**src/rtl/multicycle_control.sv**
```systemverilog
// Control unit for a multicycle RISC-V style datapath. It walks each instruction
// through FETCH/DECODE/EXEC/MEM/WB and counts retired instructions.
module multicycle_control #(
    parameter int CNT_W = 16
) (
    input  logic             clk_i,
    input  logic             rst_i,
    input  logic             start_i,
    input  logic [6:0]       Op_i,
    input  logic             mem_ready_i,
    output logic             PCWrite_o,
    output logic             IRWrite_o,
    output logic             MemRead_o,
    output logic             MemWrite_o,
    output logic             RegWrite_o,
    output logic             MemtoReg_o,
    output logic             Branch_o,
    output logic [1:0]       ALUOp_o,
    output logic             ALUSrcA_o,
    output logic [1:0]       ALUSrcB_o,
    output logic [2:0]       state_o,
    output logic             instr_done_o,
    output logic             illegal_o,
    output logic [CNT_W-1:0] instr_cnt_o
);

    typedef enum logic [2:0] {
        S_IDLE   = 3'd0,
        S_FETCH  = 3'd1,
        S_DECODE = 3'd2,
        S_EXEC   = 3'd3,
        S_MEM    = 3'd4,
        S_WB     = 3'd5,
        S_HALT   = 3'd6,
        S_BAD    = 3'd7
    } state_t;

    localparam logic [6:0] OP_R  = 7'd51;
    localparam logic [6:0] OP_I  = 7'd19;
    localparam logic [6:0] OP_LD = 7'd3;
    localparam logic [6:0] OP_ST = 7'd35;
    localparam logic [6:0] OP_BR = 7'd99;
    localparam logic [CNT_W-1:0] CNT_ONE = {{(CNT_W-1){1'b0}}, 1'b1};

    // fetch and mem_store mark the states whose strobes are qualified by mem_ready_i
    typedef struct packed {
        logic       mem_read;
        logic       mem_write;
        logic       reg_write;
        logic       mem_to_reg;
        logic       branch;
        logic       done;
        logic       alu_src_a;
        logic [1:0] alu_op;
        logic [1:0] alu_src_b;
        logic       fetch;
        logic       mem_store;
    } ctrl_t;

    function automatic ctrl_t decode_ctrl(input state_t st, input logic [6:0] op);
        ctrl_t c;
        c = '0;
        case (st)
            S_FETCH: begin
                c.mem_read  = 1'b1;
                c.alu_src_b = 2'b01;
                c.fetch     = 1'b1;
            end
            S_EXEC: begin
                c.alu_src_a = 1'b1;
                case (op)
                    OP_R:  c.alu_op = 2'b10;
                    OP_I: begin
                        c.alu_op    = 2'b11;
                        c.alu_src_b = 2'b10;
                    end
                    OP_LD, OP_ST: c.alu_src_b = 2'b10;
                    OP_BR: begin
                        c.alu_op = 2'b01;
                        c.branch = 1'b1;
                        c.done   = 1'b1;
                    end
                    default: c.alu_src_a = 1'b1;
                endcase
            end
            S_MEM: begin
                case (op)
                    OP_LD: c.mem_read = 1'b1;
                    OP_ST: begin
                        c.mem_write = 1'b1;
                        c.mem_store = 1'b1;
                    end
                    default: c.mem_read = 1'b0;
                endcase
            end
            S_WB: begin
                c.reg_write  = 1'b1;
                c.mem_to_reg = (op == OP_LD);
                c.done       = 1'b1;
            end
            default: c = '0;
        endcase
        return c;
    endfunction

    state_t           state_r, state_nx_s;
    logic [6:0]       opcode_r, opcode_nx_s;
    ctrl_t            ctrl_r;
    logic             illegal_r;
    logic [CNT_W-1:0] cnt_r;
    logic             instr_done_s;

    // Next-state and opcode-latch selection
    always_comb begin
        state_nx_s  = state_r;
        opcode_nx_s = opcode_r;
        case (state_r)
            S_IDLE: begin
                if (start_i) state_nx_s = S_FETCH;
                else         state_nx_s = S_IDLE;
            end
            S_FETCH: begin
                if (mem_ready_i) state_nx_s = S_DECODE;
                else             state_nx_s = S_FETCH;
            end
            S_DECODE: begin
                opcode_nx_s = Op_i;
                case (Op_i)
                    OP_R, OP_I, OP_LD, OP_ST, OP_BR: state_nx_s = S_EXEC;
                    default:                         state_nx_s = S_HALT;
                endcase
            end
            S_EXEC: begin
                case (opcode_r)
                    OP_R, OP_I:   state_nx_s = S_WB;
                    OP_LD, OP_ST: state_nx_s = S_MEM;
                    OP_BR:        state_nx_s = S_FETCH;
                    default:      state_nx_s = S_HALT;
                endcase
            end
            S_MEM: begin
                if (mem_ready_i) state_nx_s = (opcode_r == OP_LD) ? S_WB : S_FETCH;
                else             state_nx_s = S_MEM;
            end
            S_WB:    state_nx_s = S_FETCH;
            S_HALT:  state_nx_s = S_HALT;
            default: state_nx_s = S_IDLE;
        endcase
    end

    // State, opcode, registered control word, sticky illegal flag and retire counter
    always_ff @(posedge clk_i) begin
        if (!rst_i) begin
            state_r   <= S_IDLE;
            opcode_r  <= 7'd0;
            ctrl_r    <= '0;
            illegal_r <= 1'b0;
            cnt_r     <= '0;
        end else begin
            state_r   <= state_nx_s;
            opcode_r  <= opcode_nx_s;
            ctrl_r    <= decode_ctrl(state_nx_s, opcode_nx_s);
            illegal_r <= illegal_r | (state_nx_s == S_HALT);
            if (instr_done_s) cnt_r <= cnt_r + CNT_ONE;
            else              cnt_r <= cnt_r;
        end
    end

    // IR/PC write and store retire happen in the very cycle memory reports ready
    assign instr_done_s = ctrl_r.done | (ctrl_r.mem_store & mem_ready_i);

    assign PCWrite_o    = ctrl_r.fetch & mem_ready_i;
    assign IRWrite_o    = ctrl_r.fetch & mem_ready_i;
    assign MemRead_o    = ctrl_r.mem_read;
    assign MemWrite_o   = ctrl_r.mem_write;
    assign RegWrite_o   = ctrl_r.reg_write;
    assign MemtoReg_o   = ctrl_r.mem_to_reg;
    assign Branch_o     = ctrl_r.branch;
    assign ALUOp_o      = ctrl_r.alu_op;
    assign ALUSrcA_o    = ctrl_r.alu_src_a;
    assign ALUSrcB_o    = ctrl_r.alu_src_b;
    assign state_o      = state_r;
    assign instr_done_o = instr_done_s;
    assign illegal_o    = illegal_r;
    assign instr_cnt_o  = cnt_r;

endmodule

```
**config.mk**
```make
export PLATFORM = sky130hd
export DESIGN_NAME = multicycle_control
export DESIGN_NICKNAME = d
export VERILOG_FILES = /design/src/rtl/multicycle_control.sv
export SDC_FILE = /design/constraint.sdc
export NUM_CORES = 1
export LEC_CHECK = 0
export ABC_AREA = 1
export CAP_MARGIN = 20
export CORE_MARGIN = 2
export CORE_UTILIZATION = 50
export CTS_CLUSTER_DIAMETER = 80
export DETAILED_ROUTE_END_ITERATION = 7
export GPL_ROUTABILITY_DRIVEN = 0
export PLACE_DENSITY_LB_ADDON = 0.1
export REMOVE_ABC_BUFFERS = 1
export SYNTH_ARGS = -nofsm -noshare
export SYNTH_HDL_FRONTEND = slang
export SYNTH_SLANG_ARGS = --single-unit
export TNS_END_PERCENT = 5
```
**constraint.sdc**
```tcl
create_clock -name clk_i -period 3.7 [get_ports clk_i]
set_input_delay 1.11 -clock clk_i [delete_from_list [all_inputs] [get_ports clk_i]]
set_output_delay 1.11 -clock clk_i [all_outputs]
set_load 0.02 [all_outputs]
```
; ---- Word-level counts from Yosys, hierarchy flattened
; Cells that the tools add are included.
[totals]
out_inout_bits = 33
reg_bits = 39
[op_classes]
reduce_logical = 8
eq_ne = 26
muxes = 19
n_bitwise = 4
add_sub_neg = 1
[op_table]
columns = operator, n
row1 = 7-bit by 6-bit equality test with 1-bit output (second input constant), 6
row2 = 7-bit by 2-bit equality test with 1-bit output (second input constant), 3
row3 = 7-bit by 5-bit equality test with 1-bit output (second input constant), 3
row4 = 7-bit equality test (second input constant), 3
row5 = 3-bit one-hot mux with 7 select lines, 1
row6 = 3-bit equality test (second input constant), 6
row7 = 16-bit by 1-bit adder with 16-bit output (second input constant), 1
row8 = 3-bit 2-to-1 mux, 4
row9 = 3-bit by 2-bit equality test with 1-bit output (second input constant), 3
row10 = 3-bit one-hot mux with 3 select lines, 1
row11 = 2-bit 2-to-1 mux, 4
row12 = 7-bit 2-to-1 mux, 1
row13 = 3-bit by 1-bit equality test with 1-bit output (second input constant), 2
row14 = 2-bit one-hot mux with 3 select lines, 1
row15 = 2-bit AND reduction, 3
row16 = 5-bit OR reduction, 1
row17 = 1-bit 2-to-1 mux, 4
row18 = 1-bit one-hot mux with 2 select lines, 2
row19 = 2-bit one-hot mux with 2 select lines, 1
row20 = 2-bit OR reduction, 2
row21 = 3-bit zero test, 1
row22 = 3-bit OR reduction, 1
row23 = 1-bit bitwise AND, 2
row24 = 1-bit OR, 2

; ---- Longest topological paths before layout
; Gate-level depths: netlist of the first run.
[depth]
word_depth = 6
mapped_depth = 11
ltp_nobuf = 10

; ---- Worst setup path before layout of the first run
; No wires, ideal clock.
[synth_timing]
kind = input to output
startpoint = input port mem_ready_i
endpoint = output port instr_done_o
stages = 2
t_arrival_ns = 1.519
path_buffers = 0
slack_ns = 1.071
cell_sequence = a21oi_1 > inv_2
[synth_between]
elab_chain_cells = 2
[synth_lines]
columns = element, line
row1 = from (decl), 10  ; input logic mem_ready_i,
row2 = 1-bit bitwise AND, 170  ; assign instr_done_s = ctrl_r.done | (ctrl_r.mem_store & mem_ready_i);
row3 = 1-bit OR, 170
row4 = to (decl), 22  ; output logic instr_done_o,
; No other way between the ends.

; ---- Worst setup path after layout of the first run
; Ends and elaborated chain as after synthesis.

==> metrics, run 1 <==
EDFF count, synth 0; CTS Buf Count 5; ranking of synthesized cells by area dfxtp_1, nand2_1, nor2_1; Worst Tran Pin Value 0.431 ns; largest area contributor in the netlist dfxtp_1; Die Span Y 65.7 um; most common cell in the netlist nand2_1; Hold Startpoint illegal_o; WHS Path Cells 2; largest net degree at the start of global routing 14; number of global-route vias before repair 1,605; Post-synth top cells nand2_1, nor2_1, inv_1; Yosys reg bits 38; Post-CTS Resized 0; Async SR Flop Fraction 0%; worst reg2reg setup slack 1.99 ns; unrepaired setup endpoints after global routing no; DRT iter0 DRCs 113; Setup Total Neg Slack 0 ns; # diodes 0; Root Buffer clkbuf_8; worst flop-to-flop path endpoint MemtoReg_o; syn avg cell area 6.59 um2; status completed; area grow syn2layout 29.2%; ys flop type dfxtp_1; P_leak 1.07 nW; TritonCTS clock tree built; final std cells w/o fill 384; Worst EP required 2.59 ns; Die X 65.7 um; vias 1,805; Peak VDD IR 248 uV; I/O pins 44; initial antenna violation count 0; critical path startpoint mem_ready_i; first-pass GRT wire length 7040 um; core area 3660 um2; max-slew violations 0; later-pin clock latency in the skew report 0.29 ns; slew margin rel. 71.2%; Via density 4.70; Hold Fails Final Rpt 0; Mapped Area 1900 um2; Hold EP illegal_o; fin nets 347; Setup Buffers After CTS 0; htree depth 2; row count 22; Longest Clk Path Bufs 2; share of cells above drive strength 1 8.93%; synth warn 0; post-route ant nets 0; Tot Pwr 0.911 mW; Worst Skew 0.00375 ns; Post-Synthesis Cells 289; Starting Density 52.0%; type of the worst min-delay path register to register; die area 4320 um2; Max Freq 284 MHz; TritonRoute pass-1 iters 4; crit share post-route 95.3%; cts hold-fix bufs 0; post-detail-place hpwl 3090 um; R2R Path Start state_o[2]; worst path arrival time 2.42 ns; post-synth top area share 39.9%; Seq/Total Area, Yosys 39.9%; drc violations 0; crit path max fanout 3; Total GRT Usage 21.1%; PortBufs 43; crit path capture type output port; r2r worst-path depth 8; clock sink count 38; WL final 3950 um; PwrDens 370 nW/um2; wire length per cell 10.3 um; clock slew seen by the registers of the worst setup and hold paths 0.07 ns; Yosys cell types 26; # setup viols final 0; total gr overflow 0; placed cells 376; CP Launch Type primary input; WS Path Type primary input to output port; Final Critical Period 3.53 ns; max-cap viol count 0
[critical path: stages]
cell and delay, ns:
clkdlybuf4s50_1 0.46, a21oi_1 0.25, inv_2 0.06, clkdlybuf4s50_1 0.53
[cell usage in the layout (no fill, tap or decap), types with 2 or more instances in the layout]
| cell type | netlist | layout |
|---|---|---|
| nand2_1 | 74 | 74 |
| nor2_1 | 47 | 47 |
| inv_1 | 44 | 44 |
| clkdlybuf4s50_1 | 0 | 43 |
| dfxtp_1 | 38 | 38 |
| nand3_1 | 25 | 25 |
| a21oi_1 | 17 | 17 |
| o21ai_0 | 7 | 7 |
| clkbuf_8 | 0 | 6 |
| inv_2 | 4 | 4 |
| nand4_1 | 4 | 4 |
| o21ai_2 | 4 | 4 |
| buf_4 | 5 | 4 |
| nor2_2 | 3 | 3 |
| nor3_1 | 2 | 2 |
| nand2_2 | 2 | 2 |
[logic make-up (layout without fill, tap and decap cells)]
| group | count (synthesis) | after routing | synth area share (%) |
|---|---|---|---|
| simple gates | 163 | 163 | 37.5 |
| buf+inv | 57 | 104 | 12.9 |
| flops | 38 | 38 | 39.9 |
| compound gates | 29 | 29 | 8.54 |
| fa+ha+maj | 1 | 1 | 0.657 |
| xor+xnor | 1 | 1 | 0.460 |
[power breakdown]
part | internal [mW] | switching (mW)
combinational | 0.0704 | 0.110
clock | 0.150 | 0.138
sequential | 0.427 | 0.0160
total | 0.647 | 0.264
[worst max path at each step]
stage	endpoint	slack, ns	cells after the start
2_1_floorplan	instr_done_o	1.07	2
3_3_place_gp	instr_done_o	0.18	4
3_5_place_dp	instr_done_o	0.17	4
4_1_cts	instr_done_o	0.15	4
5_1_grt	instr_done_o	0.12	4
6_report	instr_done_o	0.17	4
[state kept, by name, summed over array words and instances (netlist names)]
name         cells
ALUOp_o          2
ALUSrcA_o        1
ALUSrcB_o        1
Branch_o         1
MemRead_o        1
MemtoReg_o       1
RegWrite_o       1
ctrl_r           3
illegal_o        1
instr_cnt_o     16
opcode_r         7
state_o          3
[area by class of cell]
| class | instances | area, um2 |
|---|---|---|
| clock buffer | 7 | 86.3 |
| multi-input combinational | 194 | 898 |
| sequential | 38 | 761 |
| timing repair buffer | 47 | 460 |
| clock inverter | 1 | 5.00 |
| tap | 48 | 60.1 |
| inverter | 49 | 189 |
| fill | 343 | 1200 |
[per-layer routing]
| metal | vias to the layer above | share of wire [%] | global-route usage [%] |
|---|---|---|---|
| met1 | 775 | 52 | 29.5 |
| li1 | 984 | - | - |
| met2 | 40 | 42 | 31.9 |
| met5 | - | 0 | 0 |
| met4 | 0 | 1.2 | 6.25 |
| met3 | 6 | 4.5 | 5.31 |
[stage by stage]
step | util (%) | hold WS, ns | instance area [um2] | setup WS, ns
2_1_floorplan | - | 0.477 | 1850 | 1.07
3_3_place_gp | 64.7 | 0.438 | 2370 | 0.179
3_5_place_dp | 64.7 | 0.444 | 2370 | 0.166
4_1_cts | 67.2 | 0.457 | 2460 | 0.153
5_1_grt | 67.2 | 0.500 | 2460 | 0.124
6_report | 67.2 | 0.454 | 2460 | 0.174
No activity file was read; power rests on OpenSTA's default activity.
==> inputs of run 2 (changes only) <==
--- a/config.mk
+++ b/config.mk
@@ -8,11 +8,10 @@
 export ABC_AREA = 1
 export CAP_MARGIN = 20
 export CORE_MARGIN = 2
-export CORE_UTILIZATION = 50
+export CORE_UTILIZATION = 31
 export CTS_CLUSTER_DIAMETER = 80
 export DETAILED_ROUTE_END_ITERATION = 7
 export GPL_ROUTABILITY_DRIVEN = 0
-export PLACE_DENSITY_LB_ADDON = 0.1
 export REMOVE_ABC_BUFFERS = 1
 export SYNTH_ARGS = -nofsm -noshare
 export SYNTH_HDL_FRONTEND = slang
==> constraint.sdc (replaced) <==
create_clock -name clk_i -period 4.4 [get_ports clk_i]
set_input_delay 1.32 -clock clk_i [delete_from_list [all_inputs] [get_ports clk_i]]
set_output_delay 1.32 -clock clk_i [all_outputs]
set_load 0.02 [all_outputs]
==> metrics, run 2 (synthesis gave the netlist of run 1 again) <==
# diodes 0 (unchanged); clock slew seen by the registers of the worst setup and hold paths 0.07 ns (about the same); Longest Clk Path Bufs 2 (unchanged); register area 761 um2 (unchanged); P_leak 1.06 nW (was 1.07 nW); htree depth 2 (unchanged); DR WL met3 184 um (was 179 um); Peak VDD IR 162 uV (was 248 uV); met1 wire length 2210 um (was 2050 um); first-pass GRT wire length 7510 um (was 7040 um); drc violations 0 (unchanged); post-route ant nets 0 (unchanged); row count 28 (was 22); CP Launch Type primary input (unchanged); cells along the critical path clkdlybuf4s50_1, a21oi_1, inv_2, clkdlybuf4s50_1 (unchanged); CTS Buf Count 5 (unchanged); PortBufs 43 (unchanged); Die X 82.4 um (was 65.7 um); later-pin clock latency in the skew report 0.29 ns (about the same); clock sink count 38 (unchanged); final setup margin 0.364 ns (was 0.174 ns); most common cell after layout, fill and taps aside nand2_1 (unchanged); # setup viols final 0 (unchanged); Die Span Y 82.4 um (was 65.7 um); Starting Density 32.2% (was 52.0%); Root Buffer clkbuf_8 (unchanged); cell at the slowest stage of the critical path clkdlybuf4s50_1 (unchanged); type of the worst min-delay path register to register (unchanged); cell mode on critical path clkdlybuf4s50_1 (unchanged); max-cap viol count 0 (unchanged); DP Worst Slack 0.329 ns (was 0.166 ns); largest net degree at the start of global routing 17 (was 14); WL final 4330 um (was 3950 um); fill count 631 (was 343); wire length per cell 10.6 um (was 10.3 um); initial antenna violation count 0 (unchanged); worst flop-to-flop path endpoint MemtoReg_o (unchanged); most frequent cells in the layout nand2_1, nor2_1, inv_1, clkdlybuf4s50_1, dfxtp_1 (unchanged); crit path capture type output port (unchanged); cts hold-fix bufs 0 (unchanged); status completed (unchanged); R2R Path Start state_o[2] (unchanged); fin nets 346 (was 347); met2 wire len 1860 um (was 1670 um); Max Used Layer met4 (unchanged); Worst Tran Pin Value 0.454 ns (was 0.431 ns); Final Critical Period 4.04 ns; post-detail-place hpwl 3260 um (was 3090 um); TritonRoute pass-1 iters 4 (unchanged); die area 6790 um2 (was 4320 um2); Max Freq 248 MHz; Crit path max-delay family buffers and inverters (unchanged); I/O pins 44 (unchanged); WS Path Type primary input to output port (unchanged); worst path arrival time 2.72 ns (was 2.42 ns); Setup Total Neg Slack 0 ns (unchanged); unrepaired setup endpoints after global routing no (unchanged); PwrDens 314 nW/um2 (was 370 nW/um2); share of cells above drive strength 1 8.96% (was 8.93%); Worst Skew 0.00892 ns (was 0.00375 ns); Setup Buffers After CTS 0 (unchanged); worst path bufs/invs 3 (unchanged); crit share post-route 91.7%; core area 5920 um2 (was 3660 um2); number of global-route vias before repair 1,636 (was 1,605); r2r worst-path depth 8 (unchanged); area grow syn2layout 30.7% (was 29.2%); total gr overflow 0 (unchanged); Hold Fails Final Rpt 0 (unchanged); Post-CTS Resized 0 (unchanged); Via density 4.43 (was 4.70); crit path max fanout 6 (was 3); vias 1,815 (was 1,805); DRT iter0 DRCs 80 (was 113); TritonCTS clock tree built (unchanged); Worst path max stage delay 0.59 ns (was 0.53 ns); slew margin rel. 69.7% (was 71.2%); area of the multi-input gates 898 um2 (unchanged); Total GRT Usage 14.4% (was 21.1%); worst reg2reg setup slack 2.75 ns (was 1.99 ns); Util after Layout 42.1% (was 67.2%); Hold Startpoint illegal_o (unchanged); WHS Path Cells 2 (unchanged); Hold EP illegal_o (unchanged); max-slew violations 0 (unchanged); Worst EP required 3.08 ns (was 2.59 ns); max reg flops 16 (unchanged)
[run 2: cell types whose count changed in the layout (fill, tap and decap cells not counted), sizes merged]
cell,previous run,this run
buf,4,3
clkbuf,7,6
clkinvlp,0,1
[run 2: area by class of cell]
cell class,count,area share [%]
tap,75,3.77
timing repair buffer,46,18.2
clock inverter,2,0.503
sequential,38,30.6
clock buffer,6,3.32
inverter,49,7.59
multi-input combinational,194,36.1
[run 2: worst max-delay path by stage]
| stage | start | cells after the start | slack [ns] | to |
|---|---|---|---|---|
| after global placement | mem_ready_i | 4 | 0.35 | instr_done_o |
| after global routing | mem_ready_i | 4 | 0.28 | instr_done_o |
| after CTS | mem_ready_i | 4 | 0.32 | instr_done_o |
| after floorplan | mem_ready_i | 2 | 1.35 | instr_done_o |
| final | mem_ready_i | 4 | 0.36 | instr_done_o |
| after detailed placement | mem_ready_i | 4 | 0.33 | instr_done_o |
[run 2: power breakdown]
group          switching [mW]  internal [mW]  total, mW
clock                   0.131          0.126      0.257
sequential             0.0147          0.359      0.373
combinational          0.0927         0.0586      0.151
total                   0.238          0.543      0.781
[run 2: metrics by stage]
| step | hold slack [ns] | area [um2] | total power, mW | std cells |
|---|---|---|---|---|
| global route | 0.498 | 2490 | 0.829 | 410 |
| global placement | 0.458 | 2390 | 0.532 | 402 |
| finish | 0.459 | 2490 | 0.781 | 410 |
| CTS | 0.468 | 2490 | 0.791 | 410 |
| floorplan | 0.477 | 1850 | 0.477 | 281 |
| detailed placement | 0.449 | 2390 | 0.533 | 402 |
[run 2: worst reg2reg max path, cell delays in order, from the launching register on]
cell and delay [ns]:
dfxtp_1 0.59, clkinv_4 0.13, nand3_4 0.17, nand2_1 0.08, o21ai_2 0.12, nand3_1 0.13, nor2_2 0.14, inv_1 0.06
nor3_2 0.15
[run 2: routing by layer]
| metal | global-route usage (%) | vias to the layer above |
|---|---|---|
| li1 | - | 981 |
| met1 | 20.3 | 793 |
| met2 | 20.9 | 35 |
| met3 | 3.80 | 6 |
| met4 | 5.50 | 0 |
| met5 | 0 | - |
==> inputs of run 3 (changes only) <==
--- a/config.mk
+++ b/config.mk
@@ -13,6 +13,7 @@
 export DETAILED_ROUTE_END_ITERATION = 7
 export GPL_ROUTABILITY_DRIVEN = 0
 export REMOVE_ABC_BUFFERS = 1
+export SETUP_SLACK_MARGIN = 0.3
 export SYNTH_ARGS = -nofsm -noshare
 export SYNTH_HDL_FRONTEND = slang
 export SYNTH_SLANG_ARGS = --single-unit
==> metrics, run 3 (synthesis gave the netlist of run 1 again) <==
largest net degree at the start of global routing 17 (unchanged); DRT iter0 DRCs 81 (was 80); most common cell after layout, fill and taps aside nand2_1 (unchanged); dpl cell area 2390 um2 (unchanged); crit share post-route 83.4% (was 91.7%); Starting Density 32.2% (unchanged); number of global-route vias before repair 1,636 (unchanged); initial antenna violation count 0 (unchanged); CP Launch Type primary input (unchanged); worst path arrival time 2.35 ns (was 2.72 ns); Setup Total Neg Slack 0 ns (unchanged); cells along the critical path dlymetal6s2s_1, a21oi_1, inv_2, clkdlybuf4s50_1 (was clkdlybuf4s50_1, a21oi_1, inv_2, clkdlybuf4s50_1); TritonCTS clock tree built (unchanged); status completed (unchanged); unrepaired setup endpoints after global routing no (unchanged); Worst EP required 3.08 ns (about the same); total gr overflow 0 (unchanged); Util after Layout 42.1% (about the same); Crit path max-delay family buffers and inverters (unchanged); Setup Buffers After CTS 0 (unchanged); max reg flops 16 (unchanged); I/O pins 44 (unchanged); fill count 631 (unchanged); # diodes 0 (unchanged); PortBufs 43 (unchanged); fin nets 346 (unchanged); htree depth 2 (unchanged); final instance area 2490 um2 (about the same); Worst Tran Pin Value 0.454 ns (about the same); WS Path Type primary input to output port (unchanged); Via density 4.42 (was 4.43); P_leak 1.07 nW (was 1.06 nW); WL final 4340 um (was 4330 um); final setup margin 0.730 ns (was 0.364 ns); Hold Fails Final Rpt 0 (unchanged); most frequent cells in the layout nand2_1, nor2_1, inv_1, clkdlybuf4s50_1, dfxtp_1 (unchanged); TritonRoute pass-1 iters 4 (unchanged); wire length per cell 10.6 um (about the same); Peak VDD IR 162 uV (about the same); max-cap viol count 0 (unchanged); DP Worst Slack 0.329 ns (unchanged); vias 1,814 (was 1,815); Longest Clk Path Bufs 2 (unchanged); share of cells above drive strength 1 8.96% (unchanged); Hold Startpoint illegal_o (unchanged); slew margin rel. 69.7% (unchanged); Max Freq 272 MHz (was 248 MHz); R2R Path Start state_o[2] (unchanged); clock slew seen by the registers of the worst setup and hold paths 0.07 ns (about the same); later-pin clock latency in the skew report 0.29 ns (about the same); die area 6790 um2 (unchanged); CTS Buf Count 5 (unchanged); core area 5920 um2 (unchanged); Total GRT Usage 14.4% (unchanged); worst path bufs/invs 3 (unchanged); Worst path max stage delay 0.59 ns (about the same); drc violations 0 (unchanged); crit path capture type output port (unchanged); max-slew violations 0 (unchanged); clock sink count 38 (unchanged); crit path max fanout 6 (unchanged); type of the worst min-delay path register to register (unchanged); Worst Skew 0.00892 ns (about the same); PwrDens 313 nW/um2 (was 314 nW/um2); cell at the slowest stage of the critical path clkdlybuf4s50_1 (unchanged); Die Span Y 82.4 um (unchanged); Root Buffer clkbuf_8 (unchanged); critical path startpoint mem_ready_i (unchanged); row count 28 (unchanged); first-pass GRT wire length 7510 um (unchanged); # setup viols final 0 (unchanged); area grow syn2layout 30.9% (was 30.7%); Die X 82.4 um (unchanged); Final Critical Period 3.67 ns (was 4.04 ns); post-detail-place hpwl 3260 um (unchanged); post-route ant nets 0 (unchanged)
## run 3: changes by cell type in the layout (fill, tap and decap cells not counted), sizes merged
| cell | delta |
|---|---|
| clkdlybuf4s50 | -1 |
| dlymetal6s2s | +1 |
## run 3: path summary, 6_finish.rpt
check / end / slack, ns / cells past startpoint
min reg2reg: illegal_o / 0.46 / 2
min: illegal_o / 0.46 / 2
max: instr_done_o / 0.73 / 4
max reg2reg: MemtoReg_o / 2.76 / 8
## run 3: layout make-up
| type | instances | area (um2) | area share (%) |
|---|---|---|---|
| Clock buffer | 6 | 82.6 | 3.31 |
| Clock inverter | 2 | 12.5 | 0.502 |
| Inverter | 49 | 189 | 7.58 |
| Multi-Input combinational cell | 194 | 898 | 36.0 |
| Sequential cell | 38 | 761 | 30.5 |
| Tap cell | 75 | 93.8 | 3.77 |
| Timing Repair Buffer | 46 | 455 | 18.3 |
## run 3: timing repair
item	in CTS	in global routing
gates resized for setup	0	1
hold buffers	0	0
setup endpoints to repair	0	1
## run 3: worst min-delay path: stages (launching register included)
cell and delay, ns:
dfxtp_1 0.32, nand2_1 0.06, nand2_1 0.04
## run 3: stage by stage
stage / hold slack [ns] / total power [mW] / std cells
2_1_floorplan: 0.477 / 0.477 / 281
3_3_place_gp: 0.458 / 0.532 / 402
6_report: 0.459 / 0.781 / 410
4_1_cts: 0.468 / 0.791 / 410
5_1_grt: 0.498 / 0.829 / 410
3_5_place_dp: 0.449 / 0.533 / 402
## run 3: layer usage
| metal | share of wire (%) | global-route usage (%) | up-vias |
|---|---|---|---|
| li1 | - | - | 981 |
| met1 | 51 | 20.3 | 792 |
| met2 | 43 | 20.9 | 35 |
| met3 | 4.2 | 3.80 | 6 |
| met4 | 1.6 | 5.50 | 0 |
| met5 | 0 | 0 | - |
## run 3: where the power goes
part	switching [mW]	total (mW)	internal, mW
Sequential	0.0147	0.373	0.359
Combinational	0.0928	0.151	0.0586
Clock	0.131	0.257	0.126
Total	0.238	0.781	0.543
